File: config.mk
export PLATFORM = sky130hd
export DESIGN_NAME = gps_chan_sched
export DESIGN_NICKNAME = d
export VERILOG_FILES = /design/src/rtl/gps_pkg.sv /design/src/rtl/gps_dv_divider.sv /design/src/rtl/gps_chan_sched.sv
export SDC_FILE = /design/constraint.sdc
export NUM_CORES = 2
export LEC_CHECK = 0
export CORE_AREA = 2 2 320 322
export CTS_CLUSTER_SIZE = 30
export DETAILED_ROUTE_END_ITERATION = 10
export DIE_AREA = 0 0 322 324
export SLEW_MARGIN = 0
export SYNTH_ARGS = -nofsm -noshare
export SYNTH_HDL_FRONTEND = slang
export SYNTH_SLANG_ARGS = --single-unit
File: constraint.sdc
create_clock -name clk -period 13.05 [get_ports clk]
set_clock_uncertainty 0.15 [all_clocks]
set_input_delay 1.9575 -clock clk [delete_from_list [all_inputs] [get_ports clk]]
set_output_delay 1.9575 -clock clk [all_outputs]
set_load 0.05 [all_outputs]
File: src/rtl/gps_pkg.sv
// Shared types for the GPS channel scheduler: per-channel parameter record and FSM states.
// No logic, no latency.
// No flow control; types only.
package gps_pkg;

  localparam int CA_SEL_W = 6;
  localparam int CODE_W   = 32;
  localparam int DOP_W    = 32;
  localparam int GAIN_W   = 16;

  // One satellite channel's NCO/gain/code setup, moved as a unit between staging, pending and active.
  typedef struct packed {
    logic [CODE_W-1:0]   code_freq;
    logic [DOP_W-1:0]    dop_freq;
    logic [GAIN_W-1:0]   gain;
    logic [CA_SEL_W-1:0] ca_sel;
  } chan_param_t;

  typedef enum logic {
    IDLE  = 1'b0,
    ARMED = 1'b1
  } sched_state_t;

endpackage

File: src/rtl/gps_dv_divider.sv
// Sample strobe divider: dv_out once every rate_div+1 clocks while enabled, plus running sample index.
// First strobe on the (rate_div+1)th edge after enable; dv_next flags the cycle before each strobe.
// No backpressure; dropping enable parks the divider with its counter reloaded.
module gps_dv_divider #(
  parameter int NDIV   = 16,
  parameter int NCOUNT = 48
) (
  input  logic              clk,
  input  logic              reset,
  input  logic              enable,
  input  logic [NDIV-1:0]   rate_div,
  output logic              dv_out,
  output logic              dv_next,
  output logic [NCOUNT-1:0] sample_count
);

  localparam logic [NDIV-1:0]   DIV_ONE = {{(NDIV-1){1'b0}}, 1'b1};
  localparam logic [NCOUNT-1:0] CNT_ONE = {{(NCOUNT-1){1'b0}}, 1'b1};

  logic [NDIV-1:0]   r_div_cnt;
  logic              r_dv;
  logic [NCOUNT-1:0] r_sample;

  // Down-counter reloads on terminal count; the sample index advances the edge after each strobe.
  always_ff @(posedge clk) begin
    if (reset) begin
      r_div_cnt <= rate_div;
      r_dv      <= 1'b0;
      r_sample  <= '0;
    end else begin
      if (r_dv) begin
        r_sample <= r_sample + CNT_ONE;
      end
      if (!enable) begin
        r_div_cnt <= rate_div;
        r_dv      <= 1'b0;
      end else if (r_div_cnt == '0) begin
        r_div_cnt <= rate_div;
        r_dv      <= 1'b1;
      end else begin
        r_div_cnt <= r_div_cnt - DIV_ONE;
        r_dv      <= 1'b0;
      end
    end
  end

  assign dv_next      = enable && (r_div_cnt == '0);
  assign dv_out       = r_dv;
  assign sample_count = r_sample;

endmodule

File: src/rtl/gps_chan_sched.sv
// Sample strobe plus atomic, optionally time-targeted loader of per-satellite channel parameters.
// act_* update on the same edge that raises dv_out for the first new-parameter sample.
// No backpressure: commit_req while armed is dropped and flagged sticky in commit_ovf.
// Optional GPS_SCHED_CHAN_MASK_EN adds commit_mask so only selected channels load on fire.
module gps_chan_sched
  import gps_pkg::*;
#(
  parameter int NSAT   = 4,
  parameter int NCOUNT = 48,
  parameter int NDIV   = 16
) (
  input  logic                            clk,
  input  logic                            reset,
  input  logic                            enable,
  input  logic [NDIV-1:0]                 rate_div,
  input  logic [NSAT-1:0][CODE_W-1:0]     stg_code_freq,
  input  logic [NSAT-1:0][DOP_W-1:0]      stg_dop_freq,
  input  logic [NSAT-1:0][GAIN_W-1:0]     stg_gain,
  input  logic [NSAT-1:0][CA_SEL_W-1:0]   stg_ca_sel,
  input  logic                            commit_req,
  input  logic                            commit_mode,
  input  logic [NCOUNT-1:0]               commit_at,
  input  logic                            commit_abort,
`ifdef GPS_SCHED_CHAN_MASK_EN
  input  logic [NSAT-1:0]                 commit_mask,
`endif
  input  logic                            status_clr,
  output logic                            dv_out,
  output logic [NCOUNT-1:0]               sample_count,
  output logic [NSAT-1:0][CODE_W-1:0]     act_code_freq,
  output logic [NSAT-1:0][DOP_W-1:0]      act_dop_freq,
  output logic [NSAT-1:0][GAIN_W-1:0]     act_gain,
  output logic [NSAT-1:0][CA_SEL_W-1:0]   act_ca_sel,
  output logic                            commit_pending,
  output logic                            commit_done,
  output logic                            commit_late,
  output logic                            commit_ovf
);

  localparam logic [NCOUNT-1:0] CNT_ONE = {{(NCOUNT-1){1'b0}}, 1'b1};

  logic                     w_dv_next;
  logic [NCOUNT-1:0]        w_next_idx;
  logic                     w_fire;
  logic [NSAT-1:0]          w_load_mask;
  chan_param_t [NSAT-1:0]   w_stg;

  sched_state_t             r_state;
  chan_param_t [NSAT-1:0]   r_pend;
  logic                     r_pend_mode;
  logic [NCOUNT-1:0]        r_pend_at;
  chan_param_t [NSAT-1:0]   r_act;
  logic                     r_done;
  logic                     r_late;
  logic                     r_ovf;

  gps_dv_divider #(
    .NDIV   (NDIV),
    .NCOUNT (NCOUNT)
  ) u_div (
    .clk          (clk),
    .reset        (reset),
    .enable       (enable),
    .rate_div     (rate_div),
    .dv_out       (dv_out),
    .dv_next      (w_dv_next),
    .sample_count (sample_count)
  );

  // Index of the sample the upcoming strobe will flag; at rate_div=0 the current one is still on dv_out.
  assign w_next_idx = dv_out ? (sample_count + CNT_ONE) : sample_count;

  // Abort wins over a coincident fire.
  assign w_fire = (r_state == ARMED) && w_dv_next && !commit_abort &&
                  (!r_pend_mode || (w_next_idx >= r_pend_at));

`ifdef GPS_SCHED_CHAN_MASK_EN
  logic [NSAT-1:0] r_pend_mask;

  // Channel-select mask is captured together with the staging snapshot.
  always_ff @(posedge clk) begin
    if (reset) begin
      r_pend_mask <= '0;
    end else if ((r_state == IDLE) && commit_req) begin
      r_pend_mask <= commit_mask;
    end
  end

  assign w_load_mask = r_pend_mask;
`else
  assign w_load_mask = '1;
`endif

  // Gather the flat staging ports into per-channel records.
  always_comb begin
    w_stg = '0;
    for (int c = 0; c < NSAT; c++) begin
      w_stg[c].code_freq = stg_code_freq[c];
      w_stg[c].dop_freq  = stg_dop_freq[c];
      w_stg[c].gain      = stg_gain[c];
      w_stg[c].ca_sel    = stg_ca_sel[c];
    end
  end

  // Commit FSM: snapshot on request, apply on the qualifying strobe, abort back to idle.
  always_ff @(posedge clk) begin
    if (reset) begin
      r_state     <= IDLE;
      r_pend      <= '0;
      r_pend_mode <= 1'b0;
      r_pend_at   <= '0;
      r_act       <= '0;
      r_done      <= 1'b0;
      r_late      <= 1'b0;
      r_ovf       <= 1'b0;
    end else begin
      r_done <= 1'b0;
      if (status_clr) begin
        r_late <= 1'b0;
        r_ovf  <= 1'b0;
      end
      case (r_state)
        IDLE: begin
          if (commit_req) begin
            r_pend      <= w_stg;
            r_pend_mode <= commit_mode;
            r_pend_at   <= commit_at;
            r_state     <= ARMED;
          end
        end
        ARMED: begin
          if (commit_req) begin
            r_ovf <= 1'b1;
          end
          if (commit_abort) begin
            r_state <= IDLE;
          end else if (w_fire) begin
            for (int c = 0; c < NSAT; c++) begin
              if (w_load_mask[c]) begin
                r_act[c] <= r_pend[c];
              end
            end
            r_done <= 1'b1;
            if (r_pend_mode && (w_next_idx > r_pend_at)) begin
              r_late <= 1'b1;
            end
            r_state <= IDLE;
          end
        end
        default: r_state <= IDLE;
      endcase
    end
  end

  // Spread active records back onto the flat channel ports.
  always_comb begin
    act_code_freq = '0;
    act_dop_freq  = '0;
    act_gain      = '0;
    act_ca_sel    = '0;
    for (int c = 0; c < NSAT; c++) begin
      act_code_freq[c] = r_act[c].code_freq;
      act_dop_freq[c]  = r_act[c].dop_freq;
      act_gain[c]      = r_act[c].gain;
      act_ca_sel[c]    = r_act[c].ca_sel;
    end
  end

  assign commit_pending = (r_state == ARMED);
  assign commit_done    = r_done;
  assign commit_late    = r_late;
  assign commit_ovf     = r_ovf;

endmodule

---- Word-level counts from Yosys, hierarchy flattened ----
Index checks and enable logic that the tools add are counted.
word-level totals
  output and inout port bits .............. 397
  logic and storage cells ................. 79
  bits of input ports ..................... 415
  register bits ........................... 806
operators by class
  add/subtract/negate cells ............... 2
  muxes and demuxes ....................... 18
  reduce and logical (&&, ||, !) cells .... 13
  bitwise operators ....................... 3
  $lt $le $gt $ge ......................... 2
operators by type and width
  cell                     count
  $add A48 B1 Y48 const B  1
  $ge A48 B48 Y1           1
  $gt A48 B48 Y1           1
  $mux W16                 3
  $mux W48                 1
  $logic_not A16 Y1        1
  $sub A16 B1 Y16 const B  1
  $mux W1                  13
  $logic_and A1 B1 Y1      5
  $not A1 Y1               3
  $reduce_and A3 Y1        1
  $reduce_or A3 Y1         1
  $logic_not A1 Y1         2
  $pmux W1 S2              1
  $reduce_and A2 Y1        1
  $reduce_or A2 Y1         1
  $logic_or A1 B1 Y1       1

---- Longest topological paths before layout ----
  depth after elaboration ................. 8
  gate-level depth with buffers ........... 18
  gate-level depth less buffers ........... 15

---- Cells and area by module ----
From an unflattened synthesis, not the netlist that was laid out.
second synthesis, totals
  cell total of the unflattened synthesis .. 3160
  area, all modules ....................... 29101.7 um^2
by module, submodules not included
  module          instances  cells each  area each (um^2)  sequential area each (um^2)
  gps_chan_sched  1          2791        26050.0           14834.2
  gps_dv_divider  1          369         3051.7            1301.2

---- Worst setup path before layout ----
OpenSTA, ideal clock, no wires.
  path kind ............................... reg2reg
  start ................................... register u_div.r_sample[7] (netlist: u_div.sample_count[7])
  end ..................................... register r_act (netlist bit act_ca_sel[0])
  required time ........................... 12.768 ns
  stages on the path, launching flop included .. 18
  arrival time ............................ 4.347 ns
  slack ................................... 8.420 ns
  setup time .............................. 0.132 ns
  period minus slack after synthesis ...... 4.630 ns
  path buffers ............................ 3
  cell sequence ........................... dfxtp_1 nand3_1 nor4_2 nand3_1 nor4b_4 and4_1 xor2_1 ha_1 nand4_1 nor4_1 and3_1 o41ai_1 and4_1 buf_2 buf_2 clkbuf_1 o21ai_0 a21oi_1
between the ends
  cells in the longest elaborated chain, start to end .. 6
RTL lines
  what                             line                   source
  from (decl)                      gps_dv_divider.sv:22   logic [NCOUNT-1:0] r_sample;
  from (signal assigned)           gps_dv_divider.sv:32   r_sample <= r_sample + CNT_ONE;
  $add A48 B1 Y48                  gps_chan_sched.sv:71   assign w_next_idx = dv_out ? (sample_count + CNT_ONE) : sample_count;
  $mux W48                         --
  via w_next_idx[46]               gps_chan_sched.sv:43   logic [NCOUNT-1:0] w_next_idx;
  $ge A48 B48 Y1                   gps_chan_sched.sv:75   (!r_pend_mode || (w_next_idx >= r_pend_at));
  $logic_or A1 B1 Y1               gps_chan_sched.sv:75
  $logic_and A1 B1 Y1              gps_chan_sched.sv:74   assign w_fire = (r_state == ARMED) && w_dv_next && !commit_abort &&
  $reduce_and A3 Y1 (no line)      --
  to (signal, indexed assignment)  gps_chan_sched.sv:140  r_act[c] <= r_pend[c];
  to (decl)                        gps_chan_sched.sv:52   chan_param_t [NSAT-1:0] r_act;
The timed path passes the listed nets, and every way through them passes these cells.
A chain may end at the register's enable or synchronous reset.

---- Worst setup path after layout ----
  start ................................... register u_div.r_sample[11] (netlist: u_div.sample_count[11])
  end ..................................... register r_act (netlist bit act_gain[45])
The elaborated chain is that of the path after synthesis.

==> impl_metrics.py <==
metrics = {
    "logic_synthesis": {
        "syn_avg_cell_area_um2": 8.06,
        "synthesis.nets": 4255,
        "synth_area_mm2": 0.0305,
        "synth_top_cell_area_share_pct": 52.8,
        "synth.most_common_cell": "nand2_1",
        "synthTopCellsByArea": "dfxtp_1, a21oi_1, nand2_1",
        "synth-seq-cells": 806,
        "synth_edf_count": 0,
        "synth_common_cells": "nand2_1, dfxtp_1, a21oi_1, nand3_1, o21ai_0",
        "async_flop_share_pct": 0,
        "synth_cells": 3789,
        "yosys_warnings": 0,
        "yosysTopAreaCell": "dfxtp_1",
        "synth-seq-area-share_pct": 52.8,
        "synth_flop_cell": "dfxtp_1",
        "ys_types": 44,
    },
    "min_path": {
        "whs_path_depth": 2,
        "min_from": "r_pend_at[10]",
        "hp-class": "reg -> reg",
        "hold_end": "r_pend_at[10]",
    },
    "worst_setup_path": {
        "path_common_cell": "nand4_1",
        "criticalPathCategory": "reg -> reg",
        "critPathBufInv": 2,
        "crit_slowest_cell": "buf_4",
        "worstPathArrival_ns": 7.10,
        "rrSetupSlack_ns": 6.35,
        "path_depth": 16,
        "worstReg2RegStart": "u_div.sample_count[11]",
        "cp-end-kind": "flop",
        "crit_fanout": 85,
        "cpPeakStageDelay_ns": 0.89,
        "crit_family": "simple AND/OR/NAND/NOR gates",
        "crit_chain": "nand4_1 -> nor4_2 -> nand3_1 -> nor4b_4 -> and4_1 -> xor2_1 -> ha_1 -> nand4_1 -> nor4_1 -> and3_1 -> o41ai_1 -> nand4_1 -> buf_4 -> buf_4 -> nand3_1 -> a21oi_1",
        "r2r_cells": 16,
        "start_kind": "flop",
        "cp_data_required_time_ns": 13.46,
        "r2r-end": "act_gain[45]",
    },
    "place": {
        "dp_hpwl_um": 70400,
        "place_ws_ns": 6.53,
        "dp.cells": 5601,
        "gp_congestion": 0.831,
        "io_buffers": 811,
    },
    "sta": {
        "tightest_slew_ns": 1.28,
        "drv_slew": 0,
        "finalCriticalPeriod_ns": 6.70,
        "finalCritPeriodShare_pct": 51.3,
        "setup_viol": 0,
        "max_slew_margin_pct": 14.7,
        "fmax_mhz": 149,
        "setup_ws_ns": 6.35,
        "rsz0062_at_grt": "no",
        "hold_violations": 0,
        "finalSetupTns_ns": 0,
    },
    "grt": {
        "gr-total-overflow": 0,
        "grt_pass1_vias": 26800,
        "grt_pass1_wl_um": 163000,
        "grt_max_degree": 207,
        "grt.total_usage_pct": 19.8,
        "antenna_found_initial": 18,
    },
    "detailed_routing": {
        "drc": 0,
        "num_vias": 28800,
        "wire_per_inst_um": 19.0,
        "drtIter0Drc": 1841,
        "wl_um": 110000,
        "drtPass1Iterations": 5,
        "drt-vias-per-instance": 4.99,
        "ant_nets": 0,
    },
    "clock_tree": {
        "clk-insertion-delay-late_ns": 0.65,
        "clock_path_buffers": 3,
        "clockRootBuffer": "clkbuf_16",
        "post_cts_resized": 0,
        "hold_buffers": 0,
        "clk_pin_slew_ns": 0.06,
        "cts_tree": "built",
        "cts_setup_buffers": 0,
        "htreeDepth": 3,
        "cts_sinks": 806,
        "cts_buffers": 92,
    },
    "floorplanning": {
        "die_area_mm2": 0.104,
        "start_util_pct": 30.2,
        "rows": 117,
        "die_y_um": 324,
        "die_x_um": 322,
        "io_pins": 812,
        "core_area_mm2": 0.101,
    },
    "finish": {
        "nets": 4852,
        "areaGrowthSynthToFinish_pct": 39.0,
        "fillers": 10300,
        "fin_cells": 5776,
        "drive_gt1_share_pct": 4.22,
    },
    "pwr": {
        "power_density_mw_per_mm2": 135,
        "p_total_uw": 5720,
        "p_leak_uw": 0.0149,
        "vdd_ir_drop_max_mv": 0.0950,
    },
    "run": {
        "drv_cap": 0,
    },
    "outcome": {
        "status": "finished clean",
    },
}
state kept, by name, summed over array words and instances (netlist names), 16 cells and up:
name                flops
act_dop_freq          128
act_ca_sel             24
u_div.sample_count     48
r_pend_at              48
act_gain               64
r_pend                344
u_div.r_div_cnt        16
act_code_freq         128
metal layers:
layer  routed length [um]  global-route usage [%]
met2                52600                    32.7
met3                 8220                    6.06
met5                  151                       0
met4                 3250                    6.80
met1                45500                    24.3
cell families (layout without fill, tap and decap cells):
group | after synthesis | in the layout | synth area share, %
simple gates | 1336 | 1336 | 19.1
buf+inv | 391 | 1061 | 5.25
mux | 2 | 2 | 0.0737
flops | 806 | 806 | 52.8
other cells | 0 | 8 | 0
fa+ha+maj | 51 | 51 | 2.09
compound gates | 1143 | 1143 | 18.9
xor+xnor | 60 | 60 | 1.72
worst max-delay path by stage:
stage | end | slack, ns | startpoint
after CTS | act_gain[45] | 6.52 | u_div.sample_count[12]
after global routing | act_code_freq[6] | 5.83 | u_div.sample_count[10]
after detailed placement | act_dop_freq[20] | 6.53 | u_div.sample_count[11]
final | act_gain[45] | 6.35 | u_div.sample_count[11]
after global placement | act_code_freq[116] | 6.70 | u_div.sample_count[7]
after floorplan | act_ca_sel[0] | 8.42 | u_div.sample_count[7]
report_power, final:
group	internal, uW	switching, uW
registers	2540	42.1
logic	179	237
clock network	1670	1050
worst register-to-register path, delay by kind of cell (launching register included):
family                   cells  cell delay [ns]
XOR/XNOR                     1             0.10
adder cells (fa/ha/maj)      1             0.28
AO/OA/AOI/OAI                2             0.29
flip-flops                   1             0.39
buffers and inverters        2             1.74
AND/OR/NAND/NOR             10             3.65
final cells by class:
class / count / area [um2] / area share [%]
tap: 1309 / 1640 / 3.86
clock buffer: 141 / 2840 / 6.69
sequential: 806 / 16100 / 38.0
clock inverter: 26 / 372 / 0.875
inverter: 56 / 210 / 0.495
timing repair buffer: 838 / 8400 / 19.8
antenna: 8 / 20.0 / 0.0471
multi-input combinational: 2592 / 12800 / 30.2
cell usage in the layout (no fill, tap or decap), types with 19 or more instances in the layout:
cell,n
clkbuf_16,97
nand4_1,22
inv_1,56
a21oi_1,772
clkdlybuf4s50_1,810
nor2b_1,50
nor2_1,31
xor2_1,24
ha_1,51
buf_4,21
dfxtp_1,806
o21ai_0,351
nand2_1,811
xnor2_1,36
nand3_1,365
clkbuf_8,25
clkbuf_1,19
through the flow:
step	area (um2)	utilization [%]	hold slack, ns
6_report	42500	42.0	0.302
5_1_grt	42500	42.0	0.312
4_1_cts	42400	42.0	0.304
3_5_place_dp	39200	38.8	0.297
3_3_place_gp	39200	38.8	0.292
2_1_floorplan	30500	-	0.286
(Power assumes the default switching activity.)
